==> src/rtl/rv32m_divider_pkg.sv <==
// Shared types for the RV32M iterative divider: operation/state enums,
// the working-register pair and the single restoring shift-subtract step.
package rv32m_divider_pkg;

  localparam int XLEN_W    = 32;
  localparam int DIV_ITERS = 32;

  typedef logic [XLEN_W-1:0] word_t;

  localparam word_t INT_MIN = {1'b1, {(XLEN_W-1){1'b0}}};

  typedef enum logic [1:0] {
    DIV  = 2'b00,
    DIVU = 2'b01,
    REM  = 2'b10,
    REMU = 2'b11
  } divop_t;

  typedef enum logic [1:0] {
    IDLE = 2'b00,
    ITER = 2'b01,
    FIX  = 2'b10,
    DONE = 2'b11
  } divstate_t;

  // Partial remainder carries one guard bit so the trial subtraction's sign
  // is always visible in its MSB.
  typedef struct packed {
    logic [XLEN_W:0] rem;
    word_t           quo;
  } div_acc_t;

  function automatic div_acc_t div_step(input div_acc_t acc, input word_t dvs);
    logic [XLEN_W:0] sh;
    logic [XLEN_W:0] diff;
    div_acc_t        nxt;
    sh       = {acc.rem[XLEN_W-1:0], acc.quo[XLEN_W-1]};
    diff     = sh - {1'b0, dvs};
    nxt.quo  = {acc.quo[XLEN_W-2:0], ~diff[XLEN_W]};
    nxt.rem  = diff[XLEN_W] ? sh : diff;
    return nxt;
  endfunction

endpackage

==> src/rtl/rv32m_divider.sv <==
// Iterative restoring divider for DIV/DIVU/REM/REMU (34-cycle fixed path).
// Defining DIVIDER_EARLY_OUT_EN finishes trivial cases on the accept edge.
module rv32m_divider
  import rv32m_divider_pkg::*;
#(
  parameter int XLEN = XLEN_W
) (
  input  logic            CLK,
  input  logic            RST,
  input  logic            in_valid,
  output logic            in_ready,
  input  divop_t          div_op,
  input  logic [XLEN-1:0] dividend,
  input  logic [XLEN-1:0] divisor,
  input  logic            kill,
  output logic            out_valid,
  input  logic            out_ready,
  output logic [XLEN-1:0] result,
  output logic            busy
);

  divstate_t  state_q, state_d;
  logic [4:0] cnt_q, cnt_d;
  divop_t     op_q, op_d;
  logic       neg_q_q, neg_q_d;
  logic       neg_r_q, neg_r_d;
  logic       dvz_q, dvz_d;
  word_t      result_q, result_d;

  div_acc_t   acc_q;
  word_t      dvs_q;

  logic       accept, load, step;
  logic       signed_op, a_neg, b_neg, dvz_in;
  word_t      a_mag, b_mag, quo_fix, rem_fix;

  always_comb begin
    signed_op = ~div_op[0];
    a_neg     = signed_op & dividend[XLEN_W-1];
    b_neg     = signed_op & divisor[XLEN_W-1];
    a_mag     = a_neg ? word_t'(-dividend) : dividend;
    b_mag     = b_neg ? word_t'(-divisor) : divisor;
    dvz_in    = (divisor == '0);
    accept    = in_valid && in_ready && !kill;
  end

`ifdef DIVIDER_EARLY_OUT_EN
  logic  ovf_in, early_hit;
  word_t early_quo, early_rem;

  always_comb begin
    ovf_in    = signed_op && (dividend == INT_MIN) && (divisor == '1);
    early_hit = dvz_in || ovf_in || (a_mag < b_mag);
    early_quo = dvz_in ? '1 : (ovf_in ? INT_MIN : '0);
    early_rem = ovf_in ? '0 : dividend;
  end
`endif

  // Divide-by-zero leaves the quotient all ones regardless of sign.
  always_comb begin
    quo_fix = dvz_q ? '1 : (neg_q_q ? word_t'(-acc_q.quo) : acc_q.quo);
    rem_fix = neg_r_q ? word_t'(-acc_q.rem[XLEN_W-1:0]) : acc_q.rem[XLEN_W-1:0];
  end

  always_comb begin
    state_d  = state_q;
    cnt_d    = cnt_q;
    op_d     = op_q;
    neg_q_d  = neg_q_q;
    neg_r_d  = neg_r_q;
    dvz_d    = dvz_q;
    result_d = result_q;
    load     = 1'b0;
    step     = 1'b0;

    unique case (state_q)
      IDLE: begin
        if (accept) begin
          op_d    = div_op;
          neg_q_d = signed_op && (dividend[XLEN_W-1] != divisor[XLEN_W-1]);
          neg_r_d = a_neg;
          dvz_d   = dvz_in;
          cnt_d   = '0;
          load    = 1'b1;
          state_d = ITER;
`ifdef DIVIDER_EARLY_OUT_EN
          if (early_hit) begin
            state_d  = DONE;
            result_d = div_op[1] ? early_rem : early_quo;
          end
`endif
        end
      end
      ITER: begin
        step  = 1'b1;
        cnt_d = cnt_q + 5'd1;
        if (cnt_q == 5'(DIV_ITERS - 1)) state_d = FIX;
      end
      FIX: begin
        result_d = op_q[1] ? rem_fix : quo_fix;
        state_d  = DONE;
      end
      DONE: begin
        if (out_ready) state_d = IDLE;
      end
      default: state_d = IDLE;
    endcase

    if (kill) begin
      state_d  = IDLE;
      cnt_d    = cnt_q;
      result_d = result_q;
      load     = 1'b0;
      step     = 1'b0;
    end
  end

  // Control and visible result: async reset
  always_ff @(posedge CLK or posedge RST) begin
    if (RST) begin
      state_q  <= IDLE;
      cnt_q    <= '0;
      op_q     <= DIV;
      neg_q_q  <= 1'b0;
      neg_r_q  <= 1'b0;
      dvz_q    <= 1'b0;
      result_q <= '0;
    end else begin
      state_q  <= state_d;
      cnt_q    <= cnt_d;
      op_q     <= op_d;
      neg_q_q  <= neg_q_d;
      neg_r_q  <= neg_r_d;
      dvz_q    <= dvz_d;
      result_q <= result_d;
    end
  end

  // Working registers: only meaningful between load and FIX, so no reset
  always_ff @(posedge CLK) begin
    if (load) begin
      acc_q <= '{rem: '0, quo: a_mag};
      dvs_q <= b_mag;
    end else if (step) begin
      acc_q <= div_step(acc_q, dvs_q);
    end
  end

  assign in_ready  = (state_q == IDLE);
  assign busy      = (state_q != IDLE);
  assign out_valid = (state_q == DONE);
  assign result    = result_q;

endmodule

==> config.mk <==
export PLATFORM = sky130hd
export DESIGN_NAME = rv32m_divider
export DESIGN_NICKNAME = d
export VERILOG_FILES = /design/src/rtl/rv32m_divider_pkg.sv /design/src/rtl/rv32m_divider.sv
export SDC_FILE = /design/constraint.sdc
export NUM_CORES = 1
export LEC_CHECK = 0
export ABC_AREA = 1
export CAP_MARGIN = 15
export CELL_PAD_IN_SITES_DETAIL_PLACEMENT = 0
export CELL_PAD_IN_SITES_GLOBAL_PLACEMENT = 1
export CORE_AREA = 2 2 171 190
export DETAILED_ROUTE_END_ITERATION = 10
export DIE_AREA = 0 0 173 192
export GPL_TIMING_DRIVEN = 1
export HOLD_SLACK_MARGIN = 0.03
export PLACE_DENSITY = 0.85
export SLEW_MARGIN = 20
export SYNTH_ARGS = -nofsm -noshare
export SYNTH_HDL_FRONTEND = slang
export SYNTH_SLANG_ARGS = --single-unit
==> constraint.sdc <==
create_clock -name CLK -period 2.6 [get_ports CLK]
set_input_delay 0.52 -clock CLK [delete_from_list [all_inputs] [get_ports CLK]]
set_output_delay 0.52 -clock CLK [all_outputs]
set_load 0.02 [all_outputs]
==> results.md, run 1 <==
- Status: complete, no violations
- Worst Path Required: 2980 ps
- Clk_lat worst skew: 430 ps
- Crit path max fanout: 13
- Worst R2R Start: acc_q[50]
- Vias per inst: 5.00
- Cells after Synth: 1872
- Post-synth top cells: nand2_1 (617), inv_1 (292), nand3_1 (188)
- Die Ht: 192 µm
- Setup crit end kind: flip-flop
- Total negative setup slack: 0 ps
- R2r endpoint: acc_q[50]
- CP arrival: 2820 ps
- Tmin final: 2440 ps
- Hold depth: 2
- Vias in the first global route: 11500
- Die area: 33200 µm²
- Antenna violations before repair: 0
- Fmax: 410 MHz
- DR iter-0 viols: 1014
- Fill cells: 3317
- Ant diodes: 0
- Tot GR Track Use: 0.231
- Core area: 31100 µm²
- Max Slew Vio Count: 0
- Clock transition at path regs: 60 ps
- Startpoint Class: flip-flop
- Overall power: 11100 µW
- Period utilization: 0.938
- CTS tree: yes
- Ys Warns: 0
- Rel. slew slack: 0.486
- Routed WL: 38.6 mm
- Post-synth EDFFs: 64
- PwrDens: 776 nW/µm²
- RSZ-0062 raised after global routing: no
- Starting Density: 0.377
- Share of synthesized registers carrying an async set or reset: 0.309
- Peak supply drop: 0.580 mV
- Worst Setup Path Type: reg -> reg
- Nets: 2132
- I/O pin count: 106
- Hold WC Path Type: reg -> reg
- CTS Root Cell: clkbuf_16
- Number of H-tree levels: 4
- Dpl ws: -76.6 ps
- Cts bufs inserted: 17
- Register area: 3640 µm²
- Post-layout util: 0.461
- Routed len/inst: 15.8 µm
- # rows: 68
- Hold worst-path end: result[12]
- Multi-input gate area: 6860 µm²
- Post-DP HPWL: 30.7 mm
- Area Overhead vs Synth: 22.1%
- Mapped Nets: 1986
- MaxCap Viol Count: 0
- Post-synth top area cell: nand2_1
- R2R cell count: 16
- CTS max path bufs: 2
- Hold wc startpoint: result[12]
- Worst Clk Skew: 7.04 ps
- Synth top area share: 0.197
- FF+latch count, synth: 139
- Die width: 173 µm
- RD Place Congestion: 0.940
- Final Setup Violations: 0
- Synth Cell Area: 11800 µm²
- Leak pwr: 0.00718 µW
- Drc violations: 0
- Ranking of synthesized cells by area: nand2_1 (20%), edfxtp_1 (16%), inv_1 (9.3%)
- Clock Sink Count: 139
- CTS Hold Bufs: 0
- DRT Pass-1 Iters: 6
- Via count: 12300
- Most common cell in the netlist: nand2_1
- Syn Area/Cell: 6.28 µm²
- Largest net degree at the start of global routing: 44
- Global-route wire length before repair: 60.5 mm
- Layout cells sized above 1: 0.0714
- Cell variety after synth: 47
- Slew @ Worst Pin: 771 ps
- Main flop type after synthesis: edfxtp_1
- Final WS setup: 162 ps
- Final Hold Vio Count: 0
- Overflow after GRT: 0
- FF-to-FF setup slack: 160 ps
- Hold WS: 478 ps
- # port buffers: 105
- Final ANT Viol Nets: 0
- Seq/Total Area, Yosys: 0.310
-- flip-flops by register name, indices dropped and copies added (netlist names) --
register and count:
acc_q 64, cnt_q 5, dvs_q 32, dvz_q 1, neg_q_q 1, neg_r_q 1, op_q 1, result 32
state_q 2
-- placed cells by master, fill, tap and decap left out, types with 3 or more instances in the layout --
cell type        count
nor3_1              30
o21ai_1              4
a21oi_1             67
dfxtp_1             32
nand4_1             21
edfxtp_1            64
inv_1              290
or2_2                7
bufinv_16            3
o211ai_1             5
xnor2_1             28
o21ai_0            103
nand3_1            187
nor4_1               3
nand2_8              4
dfrtp_1             43
a31oi_1             14
and2_1               5
nor2_1             164
nor2_2               5
o22ai_1              3
nand2_2              6
inv_2                6
xor2_1              40
a21oi_2              3
clkinv_4             3
buf_4               66
clkbuf_16           17
nand2_4              4
clkdlybuf4s50_1    105
ha_1                39
nand2_1            616
o221ai_1             3
o31ai_1              3
ha_2                 3
inv_6                3
nand3b_1             6
-- what timing repair did --
item	4_1_cts	5_1_grt
setup buffers	0	2
setup endpoints to repair	0	33
gates resized for setup	0	13
-- cell families after synthesis --
group | Yosys count | synth area share
simple gates | 1060 | 0.380
flops | 139 | 0.310
compound gates | 215 | 0.0991
xor+xnor | 68 | 0.0507
buf+inv | 347 | 0.115
fa+ha+maj | 43 | 0.0464
-- metrics by stage --
stage | instance area [µm²] | std cells
2_1_floorplan | 11800 | 1872
3_3_place_gp | 13600 | 2414
3_5_place_dp | 13600 | 2414
4_1_cts | 14200 | 2446
5_1_grt | 14300 | 2451
6_report | 14300 | 2451
-- per-layer routing --
metal,track usage,share of wire,vias up
met4,0.0766,0.025,0
met1,0.300,0.45,5644
met2,0.405,0.48,331
met3,0.0228,0.048,50
met5,0,0,-
li1,-,-,6242
-- report_power, final --
| part | internal (µW) | switching (µW) | leakage [µW] | total [µW] |
|---|---|---|---|---|
| clock network | 1530 | 1040 | 0.000298 | 2570 |
| registers | 2960 | 545 | 0.00139 | 3510 |
| logic | 1870 | 3190 | 0.00549 | 5060 |
-- critical path, stage by stage, from the launching register on --
cell     delay, ps
dfxtp_1        490
ha_2           370
nand2_1         80
nand2_1         70
inv_1           50
nand2_1         80
nand2_1         70
nand2_1         90
a21oi_2        220
buf_4          180
nand2_4         50
buf_4          150
nand2_8        120
nand2_8        110
nand2_1        110
nand3_1         70
nand2_1         70
-- worst max path at each step --
stage,cells after the start,start,endpoint
final,16,acc_q[50],acc_q[50]
after floorplan,8,state_q[0],acc_q[0]
after detailed placement,12,divisor[0],dvs_q[28]
after global placement,12,divisor[0],dvs_q[28]
after CTS,15,acc_q[31],acc_q[0]
after global routing,17,dvs_q[19],acc_q[53]
-- area by class of cell --
| cell class | count | share of cell area |
|---|---|---|
| inverters | 298 | 0.0780 |
| multi-input cells | 1389 | 0.478 |
| flip-flops and latches | 139 | 0.254 |
| repair buffers | 173 | 0.111 |
| clock inverters | 15 | 0.0133 |
| clock buffers | 17 | 0.0297 |
| well taps | 420 | 0.0366 |
Power figures use the tool's default switching activity.
==> run 2, diff against run 1 <==
--- a/config.mk
+++ b/config.mk
@@ -9,13 +9,14 @@
 export CAP_MARGIN = 15
 export CELL_PAD_IN_SITES_DETAIL_PLACEMENT = 0
 export CELL_PAD_IN_SITES_GLOBAL_PLACEMENT = 1
-export CORE_AREA = 2 2 171 190
+export CORE_AREA = 2 2 167 185
 export DETAILED_ROUTE_END_ITERATION = 10
-export DIE_AREA = 0 0 173 192
+export DIE_AREA = 0 0 169 187
+export DONT_BUFFER_PORTS = 1
 export GPL_TIMING_DRIVEN = 1
 export HOLD_SLACK_MARGIN = 0.03
-export PLACE_DENSITY = 0.85
-export SLEW_MARGIN = 20
+export PLACE_DENSITY = 0.81
+export SLEW_MARGIN = 30
 export SYNTH_ARGS = -nofsm -noshare
 export SYNTH_HDL_FRONTEND = slang
 export SYNTH_SLANG_ARGS = --single-unit
==> run 2 against run 1 <==
Effect of this change:
- core utilization shrank 2.1 points
- combinational power shrank 18%
- worst setup slack gained 13 ps
- global-route usage grew 0.78 points
- die area shrank 4.9%
- hold slack lost 440 ps
- flip-flop and latch count is the same
- critical path depth grew 1
- non-clock buffer count shrank 120
- cell count shrank 6.5%
- routed wire length shrank 2.1%
- sequential share of layout area grew 2.2 points
- critical path type unchanged
- largest cell class unchanged
==> results.md, run 2 (synthesis gave the netlist of run 1 again) <==
- Die width: 169 µm
- Routed len/inst: 16.5 µm
- Worst R2R Start: acc_q[31]
- Critical path launch point: acc_q[31]
- Status: complete, no violations
- Final Hold Vio Count: 0
- Clock Sink Count: 139
- Most frequent cells in the layout: nand2_1 (616), inv_1 (291), nand3_1 (187), nor2_1 (165), o21ai_0 (104)
- CTS max path bufs: 2
- Multi-input gate area: 6930 µm²
- Tmin final: 2420 ps
- Drc violations: 0
- I/O pin count: 106
- Routed WL: 37.8 mm
- Max Slew Vio Count: 0
- Total negative setup slack: 0 ps
- Setup crit end kind: flip-flop
- Vias in the first global route: 11300
- Die area: 31600 µm²
- Worst Clk Skew: 13.7 ps
- Fmax: 412 MHz
- CP cell instances: inv_1, ha_1, fa_2, inv_1, nand3_1, nand2_2, nand2_1, nand2_1, nand2_1, nand2_2, nand2_4, nand2_8, nand2_8, nand2_8, nand2_1, nand3_1, nand2_1
- Worst Setup Path Type: reg -> reg
- Tot GR Track Use: 0.239
- Worst Path Required: 2930 ps
- Clock transition at path regs: 70 ps
- MaxCap Viol Count: 0
- Hold WS: 40.6 ps
- Rel. slew slack: 0.515
- Area Overhead vs Synth: 12.2%
- Hold WC Path Type: in -> async
- Fill cells: 3222
- Number of H-tree levels: 4
- Largest net degree at the start of global routing: 39
- PwrDens: 800 nW/µm²
- CP arrival: 2760 ps
- Crit path max fanout: 13
- Die Ht: 187 µm
- Commonest non-fill, non-tap cell in the layout: nand2_1
- Starting Density: 0.392
- Slew @ Worst Pin: 727 ps
- Register area: 3640 µm²
- Crit-path most repeated cell: nand2_1
- Max FFs per register: 64
- # port buffers: 0
- RD Place Congestion: 0.961
- CTS Hold Bufs: 0
- Peak supply drop: 0.703 mV
- Ant diodes: 0
- Final ANT Viol Nets: 0
- Vias per inst: 5.18
- Antenna violations before repair: 0
- Clk_lat worst skew: 440 ps
- Nets: 2014
- CTS tree: yes
- Largest register by flop count: acc_q
- Period utilization: 0.933
- Via count: 11900
- # rows: 67
- Slowest stage delay, CP: 370 ps
- Post-layout util: 0.440
- DRT Pass-1 Iters: 5
- Global-route wire length before repair: 59.2 mm
- Leak pwr: 0.00670 µW
- Layout cells sized above 1: 0.0669
- RSZ-0062 raised after global routing: no
- Final Setup Violations: 0
- Overflow after GRT: 0
- Startpoint Class: flip-flop
- CP max-delay cell: edfxtp_1
- CTS Root Cell: clkbuf_16
- Cts bufs inserted: 17
- Core area: 30000 µm²
- DR iter-0 viols: 963
- Post-DP HPWL: 30.2 mm
-- run 2: power by group --
group	leakage, µW	switching (µW)	internal, µW
sequential	0.00139	864	2960
clock	0.000287	1040	1520
combinational	0.00503	2810	1370
-- run 2: final timing paths --
check	end	slack (ps)	depth (start not counted)
max	acc_q[47]	180	17
min	result[28]	40	1
max reg2reg	acc_q[47]	180	17
min reg2reg	cnt_q[4]	490	2
max in group asynchronous	cnt_q[0]	1970	2
min in group CLK	dvs_q[0]	170	0
-- run 2: through the flow --
step | setup WS [ps] | instance area (µm²) | cells | power [µW]
2_1_floorplan | 105 | 11800 | 1872 | 6580
3_3_place_gp | 51.1 | 12400 | 2252 | 7930
3_5_place_dp | 35.2 | 12400 | 2252 | 7980
4_1_cts | 21.7 | 13000 | 2284 | 10500
5_1_grt | 2.85 | 13200 | 2292 | 11300
6_report | 175 | 13200 | 2292 | 10600
-- run 2: repair_timing --
item                                    4_1_cts  5_1_grt
endpoints found under the setup margin        0       33
resized for setup                             0       16
setup buffers                                 0        3
-- run 2: final cells by class --
| type | instances | share of cell area |
|---|---|---|
| inverters | 298 | 0.0848 |
| flip-flops and latches | 139 | 0.276 |
| multi-input cells | 1391 | 0.526 |
| clock inverters | 15 | 0.0141 |
| repair buffers | 53 | 0.0311 |
| clock buffers | 17 | 0.0323 |
| well taps | 379 | 0.0360 |
-- run 2: worst max-delay path, delay by kind of cell, from the launching register on --
kind	cells	cell delay, ps
adders and majority gates	2	580
buffers and inverters	2	170
DFF	1	370
and+or+nand+nor	13	1200
-- run 2: per-layer routing --
metal	track usage	part of all wire
met1	0.299	0.43
met2	0.404	0.48
met3	0.0358	0.056
met4	0.114	0.041
met5	0	0
==> run 3, diff against run 2 <==
--- a/config.mk
+++ b/config.mk
@@ -10,6 +10,7 @@
 export CELL_PAD_IN_SITES_DETAIL_PLACEMENT = 0
 export CELL_PAD_IN_SITES_GLOBAL_PLACEMENT = 1
 export CORE_AREA = 2 2 167 185
+export CTS_BUF_LIST = sky130_fd_sc_hd__clkbuf_8 sky130_fd_sc_hd__clkbuf_16
 export DETAILED_ROUTE_END_ITERATION = 10
 export DIE_AREA = 0 0 169 187
 export DONT_BUFFER_PORTS = 1
==> constraint.sdc (replaced) <==
create_clock -name CLK -period 2 [get_ports CLK]
set_input_delay 0.4 -clock CLK [delete_from_list [all_inputs] [get_ports CLK]]
set_output_delay 0.4 -clock CLK [all_outputs]
set_load 0.02 [all_outputs]
==> run 3 against run 2 <==
Effect of this change:
- the run now ends with setup timing left
- global-route usage rose by 1.9 points
- non-clock buffer count rose by 201
- via count rose by 6.0%
- critical path type unchanged
==> results.md, run 3 (synthesis gave the netlist of run 1 again) <==
- Global-route wire length before repair: 63.9 mm
- Final WS setup: -272 ps
- PwrDens: 996 nW/µm²
- CP arrival: 2600 ps
- Fill cells: 3034
- Worst Setup Path Type: reg -> reg
- # port buffers: 0
- Routed len/inst: 16.1 µm
- Cts bufs inserted: 17
- Largest register by flop count: acc_q
- Core area: 30000 µm²
- Via count: 12600
- CTS tree: yes
- Peak supply drop: 0.907 mV
- Starting Density: 0.392
- Commonest non-fill, non-tap cell in the layout: nand2_1
- Startpoint Class: flip-flop
- CTS Root Cell: clkbuf_16
- RSZ-0062 raised after global routing: yes
- DRT Pass-1 Iters: 6
- MaxCap Viol Count: 0
- Max FFs per register: 64
- Tmin final: 2270 ps
- Status: finished, violations left
- Setup crit end kind: flip-flop
- Die Ht: 187 µm
- Area Overhead vs Synth: 27.9%
- Die width: 169 µm
- Ant diodes: 0
- Crit path max fanout: 7
- DP Cell Count: 2441
- Final ANT Viol Nets: 0
- Largest net degree at the start of global routing: 44
- Final Hold Vio Count: 0
- Period utilization: 1.14
- Post-DP HPWL: 32.5 mm
- Failing checks: setup timing
- CTS max path bufs: 2
- Vias in the first global route: 12200
- Clock transition at path regs: 70 ps
- Max Slew Vio Count: 0
- Hold WS: 69.5 ps
- Final Setup Violations: 33
- Layout cells sized above 1: 0.194
- DR iter-0 viols: 891
- Clock Sink Count: 139
- Overall power: 15000 µW
- Final Non-Filler Cells: 2490
- Number of H-tree levels: 4
- Fmax: 440 MHz
- Most frequent cells in the layout: nand2_1 (589), inv_1 (281), buf_4 (238), nand3_1 (173), nor2_1 (145)
- Design Area, Final: 15000 µm²
- Worst Clk Skew: 10.3 ps
- Drc violations: 0
- Antenna violations before repair: 0
- Placed Area: 13900 µm²
- Rel. slew slack: 0.595
- I/O pin count: 106
- Routed WL: 40.2 mm
- Die area: 31600 µm²
- Worst Path Required: 2330 ps
- # rows: 67
- RD Place Congestion: 0.946
- Slew @ Worst Pin: 607 ps
- Hold WC Path Type: in -> reg
- Tot GR Track Use: 0.258
- Overflow after GRT: 0
- Nets: 2212
- Leak pwr: 0.00777 µW
- Vias per inst: 5.05
- Clk_lat worst skew: 430 ps
-- run 3: cell types whose count changed in the layout (fill, tap and decap cells not counted), sizes merged --
cell / change
clkinvlp: +3
clkinv: -1
bufinv: -2
nand2: -3
buf: +198
clkbuf: +2
dlygate4sd3: +1
-- run 3: worst max-delay path: stages (launching register included) --
cell       delay (ps)
dfxtp_1           380
ha_1              370
nand2_1            90
nor2_1            240
inv_1             110
nor2_2            140
nand2_2            90
nand2_4            80
nand2_4            70
nand2_4           100
nand2_4            70
nand2_8           110
clkbuf_16         160
nand2_2            40
nand3_1            70
nand2_1            50
-- run 3: area by class of cell --
type / count / area, µm² / area share
clock buffers: 17 / 425 / 0.0283
clock inverters: 15 / 138 / 0.00916
repair buffers: 254 / 2050 / 0.137
flip-flops and latches: 139 / 3640 / 0.242
inverters: 298 / 1120 / 0.0747
well taps: 379 / 474 / 0.0315
multi-input cells: 1388 / 7180 / 0.478
-- run 3: final timing paths --
check,start,endpoint,slack [ps],depth (start not counted)
worst max-delay path,acc_q[43],acc_q[49],-270,15
worst min-delay path,divisor[0],dvs_q[0],70,0
worst max register to register,acc_q[43],acc_q[49],-270,15
worst min register to register,cnt_q[4],cnt_q[4],500,2
max in group asynchronous,RST,cnt_q[4],990,3
min in group asynchronous,RST,result[29],570,3
-- run 3: routing by layer --
| layer | routed length (µm) | vias to the layer above | GRT usage |
|---|---|---|---|
| li1 | - | 6419 | - |
| met5 | 0 | - | 0 |
| met2 | 19200 | 359 | 0.433 |
| met4 | 1710 | 0 | 0.114 |
| met1 | 17100 | 5723 | 0.328 |
| met3 | 2170 | 74 | 0.0406 |
-- run 3: what timing repair did --
item / in CTS / in global routing
hold buffers: 1 / 0
gates cloned: 2 / 2
buffers inserted: 5 / 8
pin swaps: 4 / 37
endpoints found under the setup margin: 40 / 57
gates resized for setup: 19 / 94
hold endpoints to repair: 10 / 0
-- run 3: metrics by stage --
stage | setup TNS [ps] | util | worst slack (ps)
global placement | -7510 | 0.464 | -268
floorplan | -4000 | - | -170
finish | -8260 | 0.501 | -272
global route | -12950 | 0.501 | -427
detailed placement | -9730 | 0.464 | -282
CTS | -6520 | 0.487 | -220
-- run 3: report_power, final --
group / switching, µW / internal [µW]
combinational: 4220 / 2830
sequential: 1010 / 3840
clock: 1360 / 1730
